[src/rtl/seg7_scan_driver.sv]
// Time-multiplexed 4-digit 7-segment scan driver with blank gaps between digits.
// New values are double-buffered and take effect only at a frame start, so a frame never mixes two values.
module seg7_scan_driver #(
  parameter int SLOT_CYCLES  = 10000,
  parameter int BLANK_CYCLES = 64
) (
  input  logic        wb_clk_i,
  input  logic        wb_rst_ni,
  input  logic        en_i,
  input  logic        load_i,
  input  logic [15:0] bcd_i,
  input  logic [3:0]  dp_i,
  input  logic        lzb_i,
  output logic [7:0]  seven_seg,
  output logic [3:0]  digit_en,
  output logic        frame_o
);

  localparam int CNT_MAX = (SLOT_CYCLES > BLANK_CYCLES) ? SLOT_CYCLES : BLANK_CYCLES;
  localparam int CNT_W   = (CNT_MAX > 1) ? $clog2(CNT_MAX) : 1;
  localparam logic [CNT_W-1:0] SLOT_LAST  = CNT_W'(SLOT_CYCLES - 1);
  localparam logic [CNT_W-1:0] BLANK_LAST = CNT_W'(BLANK_CYCLES - 1);

  typedef enum logic [1:0] {
    ST_IDLE  = 2'd0,
    ST_BLANK = 2'd1,
    ST_DRIVE = 2'd2
  } state_t;

  state_t           r_state;
  state_t           w_state_next;
  logic [1:0]       r_idx;
  logic [1:0]       w_idx_next;
  logic [CNT_W-1:0] r_cnt;
  logic [CNT_W-1:0] w_cnt_next;
  logic             w_frame_start;

  logic [15:0]      r_sh_bcd;
  logic [3:0]       r_sh_dp;
  logic             r_sh_lzb;
  logic [15:0]      r_act_bcd;
  logic [3:0]       r_act_dp;
  logic             r_act_lzb;

  logic [7:0]       w_seg [4];
  logic [7:0]       w_seg_next;
  logic [3:0]       w_digit_next;

  function automatic logic [6:0] f_encode(input logic [3:0] i_nib);
    case (i_nib)
      4'd0:    f_encode = 7'h3F;
      4'd1:    f_encode = 7'h06;
      4'd2:    f_encode = 7'h5B;
      4'd3:    f_encode = 7'h4F;
      4'd4:    f_encode = 7'h66;
      4'd5:    f_encode = 7'h6D;
      4'd6:    f_encode = 7'h7D;
      4'd7:    f_encode = 7'h07;
      4'd8:    f_encode = 7'h7F;
      4'd9:    f_encode = 7'h6F;
      default: f_encode = 7'h40;
    endcase
  endfunction

  // Per-digit segment pattern from the active register; units digit is never blanked.
  generate
    for (genvar gi = 0; gi < 4; gi++) begin : g_digit
      logic [6:0] w_glyph;
      assign w_glyph = f_encode(r_act_bcd[gi*4 +: 4]);
      if (gi == 0) begin : g_units
        assign w_seg[gi] = {r_act_dp[gi], w_glyph};
      end else begin : g_upper
        logic w_lz;
        assign w_lz       = r_act_lzb && (r_act_bcd[15:gi*4] == '0);
        assign w_seg[gi]  = {r_act_dp[gi], (w_lz ? 7'h00 : w_glyph)};
      end
    end
  endgenerate

  always_comb begin
    w_state_next  = r_state;
    w_idx_next    = r_idx;
    w_cnt_next    = r_cnt;
    w_frame_start = 1'b0;
    if (!en_i) begin
      w_state_next = ST_IDLE;
      w_idx_next   = 2'd0;
      w_cnt_next   = '0;
    end else begin
      case (r_state)
        ST_IDLE: begin
          w_state_next  = ST_BLANK;
          w_idx_next    = 2'd0;
          w_cnt_next    = '0;
          w_frame_start = 1'b1;
        end
        ST_BLANK: begin
          if (r_cnt == BLANK_LAST) begin
            w_state_next = ST_DRIVE;
            w_cnt_next   = '0;
          end else begin
            w_cnt_next = r_cnt + CNT_W'(1);
          end
        end
        ST_DRIVE: begin
          if (r_cnt == SLOT_LAST) begin
            w_state_next  = ST_BLANK;
            w_idx_next    = r_idx + 2'd1;
            w_cnt_next    = '0;
            w_frame_start = (r_idx == 2'd3);
          end else begin
            w_cnt_next = r_cnt + CNT_W'(1);
          end
        end
        default: begin
          w_state_next = ST_IDLE;
          w_idx_next   = 2'd0;
          w_cnt_next   = '0;
        end
      endcase
    end
  end

  // Outputs are registered from the next state so they line up with it cycle for cycle.
  assign w_digit_next = 4'b0001 << w_idx_next;
  assign w_seg_next   = w_seg[w_idx_next];

  always_ff @(posedge wb_clk_i or negedge wb_rst_ni) begin
    if (!wb_rst_ni) begin
      r_state   <= ST_IDLE;
      r_idx     <= 2'd0;
      r_cnt     <= '0;
      r_sh_bcd  <= '0;
      r_sh_dp   <= '0;
      r_sh_lzb  <= 1'b0;
      r_act_bcd <= '0;
      r_act_dp  <= '0;
      r_act_lzb <= 1'b0;
      seven_seg <= '0;
      digit_en  <= '0;
      frame_o   <= 1'b0;
    end else begin
      r_state <= w_state_next;
      r_idx   <= w_idx_next;
      r_cnt   <= w_cnt_next;
      if (load_i) begin
        r_sh_bcd <= bcd_i;
        r_sh_dp  <= dp_i;
        r_sh_lzb <= lzb_i;
      end
      if (w_frame_start) begin
        r_act_bcd <= r_sh_bcd;
        r_act_dp  <= r_sh_dp;
        r_act_lzb <= r_sh_lzb;
      end
      frame_o   <= w_frame_start;
      digit_en  <= (w_state_next == ST_DRIVE) ? w_digit_next : 4'b0000;
      seven_seg <= (w_state_next == ST_DRIVE) ? w_seg_next : 8'h00;
    end
  end

endmodule

[config.mk]
export PLATFORM = sky130hd
export DESIGN_NAME = seg7_scan_driver
export DESIGN_NICKNAME = d
export VERILOG_FILES = /design/src/rtl/seg7_scan_driver.sv
export SDC_FILE = /design/constraint.sdc
export NUM_CORES = 1
export LEC_CHECK = 0
export BUFFER_PORTS_ARGS = -buffer_cell sky130_fd_sc_hd__buf_2
export CAP_MARGIN = 20
export CORE_AREA = 2 2 90 92
export DETAILED_ROUTE_END_ITERATION = 8
export DIE_AREA = 0 0 92 94
export PLACE_DENSITY = 0.73
export SLEW_MARGIN = 20
export SYNTH_ARGS = -nofsm -noshare
export SYNTH_HDL_FRONTEND = slang
export SYNTH_SLANG_ARGS = --single-unit
[constraint.sdc]
create_clock -name wb_clk_i -period 2.3 [get_ports wb_clk_i]
set_input_delay 0.115 -clock wb_clk_i [delete_from_list [all_inputs] [get_ports wb_clk_i]]
set_output_delay 0.115 -clock wb_clk_i [all_outputs]
set_load 0.005 [all_outputs]
== Yosys cells after proc, flatten, opt, wreduce, memory -nomap -nowiden ==
Memory sizes are Yosys's and may differ from the RTL's.
Cells that the tools add are included.

* Register bits: 73
* ROM bits: 448
* Output and inout bits: 13
* Input port bits: 25
* Word-level logic and storage cells: 56
* Memories: 4

* Muxes and demuxes: 22
* Reduce and logical (&&, ||, !) cells: 7
* Eq/ne operators: 6
* Shifts and indexed selects: 1
* Add/sub/neg operators: 2
* Order comparisons: 1
* Bitwise gates (word level): 1

{| class="wikitable"
|+ Memory list
! name !! words !! width !! rd ports !! clocked after Yosys merged registers in !! wr ports !! line !! text
|-
| (no name shown) || 16 || 7 || 1 || 0 || 0 || 50 || <nowiki>case (i_nib)</nowiki>
|-
| (no name shown) || 16 || 7 || 1 || 0 || 0 || 50 ||
|-
| (no name shown) || 16 || 7 || 1 || 0 || 0 || 50 ||
|-
| (no name shown) || 16 || 7 || 1 || 0 || 0 || 50 ||
|}

{| class="wikitable"
|+ Operators with widths
! cell !! count
|-
| two-way mux 14 bit || 3
|-
| case mux 14 bit (2 select lines) || 1
|-
| two-way mux 8 bit || 3
|-
| two-way mux 7 bit || 3
|-
| binary-select mux 8 bit (select 2 bit) || 1
|-
| adder 14 x 1 -> 14 bit, second input constant || 1
|-
| equality test 14 bit, second input constant || 1
|-
| equality test 14 x 6 -> 1 bit, second input constant || 1
|-
| zero test 12 bit || 1
|-
| two-way mux 2 bit || 5
|-
| zero test 8 bit || 1
|-
| equality test 2 bit, second input constant || 3
|-
| case mux 2 bit (3 select lines) || 1
|-
| zero test 4 bit || 1
|-
| two-way mux 4 bit || 1
|-
| case mux 2 bit (2 select lines) || 1
|-
| << shifter 1 x 2 -> 4 bit, first input constant || 1
|-
| greater-or-equal comparator 3 bit, second input constant || 1
|-
| logical AND 1 bit || 3
|-
| NOT 2 -> 3 bit || 1
|-
| adder 2 x 1 -> 2 bit, second input constant || 1
|-
| equality test 2 x 1 -> 1 bit, second input constant || 1
|-
| zero test 2 bit || 1
|-
| two-way mux 1 bit || 2
|-
| case mux 1 bit (2 select lines) || 1
|}

== Depth between registers and ports, before layout ==
* Depth in word-level cells: 9
* Mapped depth: 9
* Depth with buffers taken out: 8

== Least setup slack after synthesis ==
Ideal clock, no wire load.

* Kind: register -> register
* Start: reg r_cnt[12]
* End: reg seven_seg[5]
* Slack: -0.194 ns
* Data arrival time: 2.357 ns
* Required time: 2.163 ns
* Buffers on the path: 1
* Library setup time: 0.137 ns
* Cell stages (with the launch flop): 8
* Period minus slack after synthesis: 2.494 ns
* Cells stage by stage: dfrtp_1 -> or4_4 -> nor4_4 -> mux2i_1 -> buf_4 -> o311ai_0 -> o211ai_1 -> a21oi_1

* Word-level cells in the longest chain between the ends: 9
* Elaborated cells on any way between the ends: 15
* Classes of those cells: eq/ne (3); mux (11); bitwise (1)

{| class="wikitable"
|+ Ends and longest elaborated chain
! element !! line !! text
|-
| start: declaration || 34 || <nowiki>logic [CNT_W-1:0] r_cnt;</nowiki>
|-
| start signal: assignment || 145 || <nowiki>r_cnt <= w_cnt_next;</nowiki>
|-
| equality test 14 bit || 106 || <nowiki>if (r_cnt == SLOT_LAST) begin</nowiki>
|-
| two-way mux 2 bit || 106 ||
|-
| case mux 2 bit (2 select lines) || 90 || <nowiki>case (r_state)</nowiki>
|-
| two-way mux 2 bit || 85 || <nowiki>if (!en_i) begin</nowiki>
|-
| NOT 2 -> 3 bit (implied by the code) || 126 || <nowiki>assign w_seg_next = w_seg[w_idx_next];</nowiki>
|-
| binary-select mux 8 bit (select 2 bit) || 126 ||
|-
| two-way mux 8 bit (implied by the code) (2 in series) || 126 ||
|-
| two-way mux 8 bit * || 158 || <nowiki>seven_seg <= (w_state_next == ST_DRIVE) ? w_seg_next : 8'h00;</nowiki>
|-
| end signal: assignment || 158 ||
|-
| end: declaration || 14 || <nowiki>output logic [7:0] seven_seg,</nowiki>
|}

Every way passes the cells marked *; elsewhere a longest branch is shown, timed or not. The select of a mux whose other input is x is not followed.
A chain may end at the register's enable or synchronous reset.

== Final worst setup path ==
* Start: reg r_cnt[4]
* End: reg seven_seg[7]

The elaborated chain is that of the path after synthesis.

==> out/metrics.cfg <==
[status]
status=finished with violations
violations=setup timing

[grt]
antenna_found_initial=0
gr-total-overflow=0
track_usage_pct=20.6
grt_max_degree=74
grt_pass1_wl_mm=14.1
grt_pass1_vias=3011

[clock_tree]
clock_sinks=73
cts_tree=built
cts_buffers=9
cts_max_path_buffers=2
insertion_delay_ns=0.35
cts_root_buf=clkbuf_8
cts_htree_levels=3
path_clk_slew_ns=0.08

[floorplanning]
io_pins=38
fp.dieArea_um2=8650
core_area_um2=7610
die_width_um=92
num_rows=32
start_util_pct=51.5
die_h_um=94

[synthesis]
synth_cell_types=50
avgSynthCellArea_um2=10.8
synth_top_area_share_pct=46.6
synth_cells=362
yosys_warnings=0
synth_ff_type=dfrtp_1
synthTopCellsByArea=dfrtp_1 47%, mux2_2 12%, ha_1 8.6%, nor2_1 3.3%, inv_1 2.0%
ys_async_sr_fraction_pct=100
synth-edff-count=0
ys_seq_elements=73
syn_nets=414
synth.yosys.seq_area_share_pct=46.6
synth_top_area_cell=dfrtp_1
syn_area_um2=3920

[placed_design]
hpwl_mm=5.63
portBuffers=37
place.gp.congestion=0.855
placedCellCount=518

[layout]
post-route-util_pct=66.4
fin_cells=562
drive_gt1_share_pct=33.9
layout_common_cells=73 x dfrtp_1, 41 x mux2_2, 37 x buf_2
fill_cells=587
nets=507
final_common_cell=dfrtp_1
antenna_cells=0
syn2layout_area_growth_pct=28.8

[flow_run]
drv_cap=0

[drt]
drc=0
drtIter0Drc=148
avgViaCountPerCell=5.40
post_drt_wl_per_cell_um=14.7
ant_nets=0
dr.pass1.iters=4
drt_wl_total_mm=8.24
vias=3033

[critical_path]
end_kind=flop
r2r_start=r_cnt[4]$_DFF_PN0_
r2r_cells=8
start_kind=flop
path_max_fanout=3
cp.required_ns=2.54
rr_endpoint=seven_seg[7]$_DFF_PN0_
crit_type=reg -> reg
worstPathArrival_ns=2.65
rrSetupSlack_ns=-0.11

[timing]
fin_crit_sh_pct=105
finalClockSkew_ns=0.00988
slew_violations=0
fmax_ghz=0.414
finalCriticalPeriod_ns=2.41
hold_violations=0
grt_setup_unrepaired=yes
finalSetupViolations=19
slew_headroom_pct=68.8
tightest_slew_ns=0.468
fin_tns_setup_ns=-0.663
setup_slack_ns=-0.114

[power_and_ir_drop]
ir_drop_v=0.000440
power_mw=3.28
p_per_area_nw_per_um2=649
leakage_nw=2.33

[hold_path]
hp-class=in -> reg
hold-path-endpoint=r_sh_bcd[6]$_DFFE_PN0P_
min_from=bcd_i[6]
whs_path_depth=2

-- Yosys cell counts, types with 3 or more instances --
library cell  count
clkbuf_1          7
nand2_1          16
o311ai_0          5
nor3b_1           4
nor2b_1           4
a21o_1            3
a21oi_1          13
and3_1            6
o21ai_0          14
ha_1             27
a311oi_1          4
nand3_1          13
nand2b_1          8
dfrtp_1          73
inv_1            21
nor3_1            6
nor2_1           34
xnor2_1           6
mux2_2           42
buf_2             3
xor2_1            6
a221oi_1          3
a211oi_1          9
-- metal layers --
metal / part of all wire, % / up-vias / wire, um / GRT usage (%)
li1: - / 1477 / - / -
met1: 46 / 1466 / 3800 / 26.8
met2: 48 / 70 / 3960 / 33.6
met3: 3.9 / 20 / 321 / 5.14
met4: 2.0 / 0 / 168 / 7.21
met5: 0 / - / 0 / 0
-- state kept, by name, indices dropped and copies added (netlist names) --
| signal | count |
|---|---|
| digit_en | 4 |
| frame_o | 1 |
| r_act_bcd | 16 |
| r_act_dp | 4 |
| r_act_lzb | 1 |
| r_cnt | 14 |
| r_idx | 2 |
| r_sh_bcd | 16 |
| r_sh_dp | 4 |
| r_sh_lzb | 1 |
| r_state | 2 |
| seven_seg | 8 |
-- area by class of cell --
type                    instances  area (um2)  share of cell area, %
multi-input cells             253        2040                   40.4
repair buffers                 96         777                   15.4
inverters                      22        85.1                   1.68
clock inverters                 7        68.8                   1.36
flip-flops and latches         73        1830                   36.2
well taps                     102         128                   2.53
clock buffers                   9         124                   2.45
-- how the worst max path moves through the flow --
stage          cells after the start  slack (ns)                endpoint                start
6_report                           8       -0.11  seven_seg[7]$_DFF_PN0_   r_cnt[4]$_DFF_PN0_
5_1_grt                            8       -0.21  seven_seg[2]$_DFF_PN0_   r_cnt[4]$_DFF_PN0_
3_3_place_gp                       8       -0.14  seven_seg[1]$_DFF_PN0_   r_cnt[4]$_DFF_PN0_
3_5_place_dp                       8       -0.21  seven_seg[4]$_DFF_PN0_   r_cnt[4]$_DFF_PN0_
4_1_cts                            8       -0.15  seven_seg[2]$_DFF_PN0_  r_cnt[11]$_DFF_PN0_
2_1_floorplan                      7       -0.06  seven_seg[5]$_DFF_PN0_   r_cnt[5]$_DFF_PN0_
-- critical path, stage by stage (launching register included) --
cell,delay (ns)
dfrtp_1,0.38
or4bb_1,0.54
nor4_4,0.32
buf_4,0.17
mux2i_4,0.29
buf_6,0.15
mux2_4,0.31
nor2_4,0.10
a211oi_1,0.04
-- what timing repair did --
item	in CTS	in global routing
hold endpoints to repair	90	2
setup endpoints to repair	33	33
setup buffers	4	1
gates resized for setup	10	19
gates cloned	1	3
pin swaps	7	9
hold buffers	18	2
-- cell families (layout without fill, tap and decap cells) --
| kind of cell | count (synthesis) | in the layout | share of synthesized area [%] |
|---|---|---|---|
| compound gates | 69 | 69 | 12.3 |
| xor+xnor | 12 | 12 | 2.68 |
| fa+ha+maj | 27 | 27 | 8.62 |
| buf+inv | 36 | 134 | 3.92 |
| flops | 73 | 73 | 46.6 |
| mux | 45 | 45 | 12.9 |
| simple gates | 100 | 100 | 13.1 |
-- power breakdown --
part	total, mW	internal (mW)	switching (mW)
combinational	0.772	0.380	0.391
clock	0.987	0.498	0.488
sequential	1.52	1.40	0.121
total	3.28	2.28	1.00
-- through the flow --
stage          setup slack, ns  cell area, um2  hold WS (ns)
4_1_cts                 -0.145            4910      0.000244
6_report                -0.114            5050       0.00653
3_5_place_dp            -0.207            4450         0.177
5_1_grt                 -0.208            5050       0.00334
3_3_place_gp            -0.142            4450         0.175
2_1_floorplan          -0.0618            3940        -0.181
No activity file was read; power rests on OpenSTA's default activity.
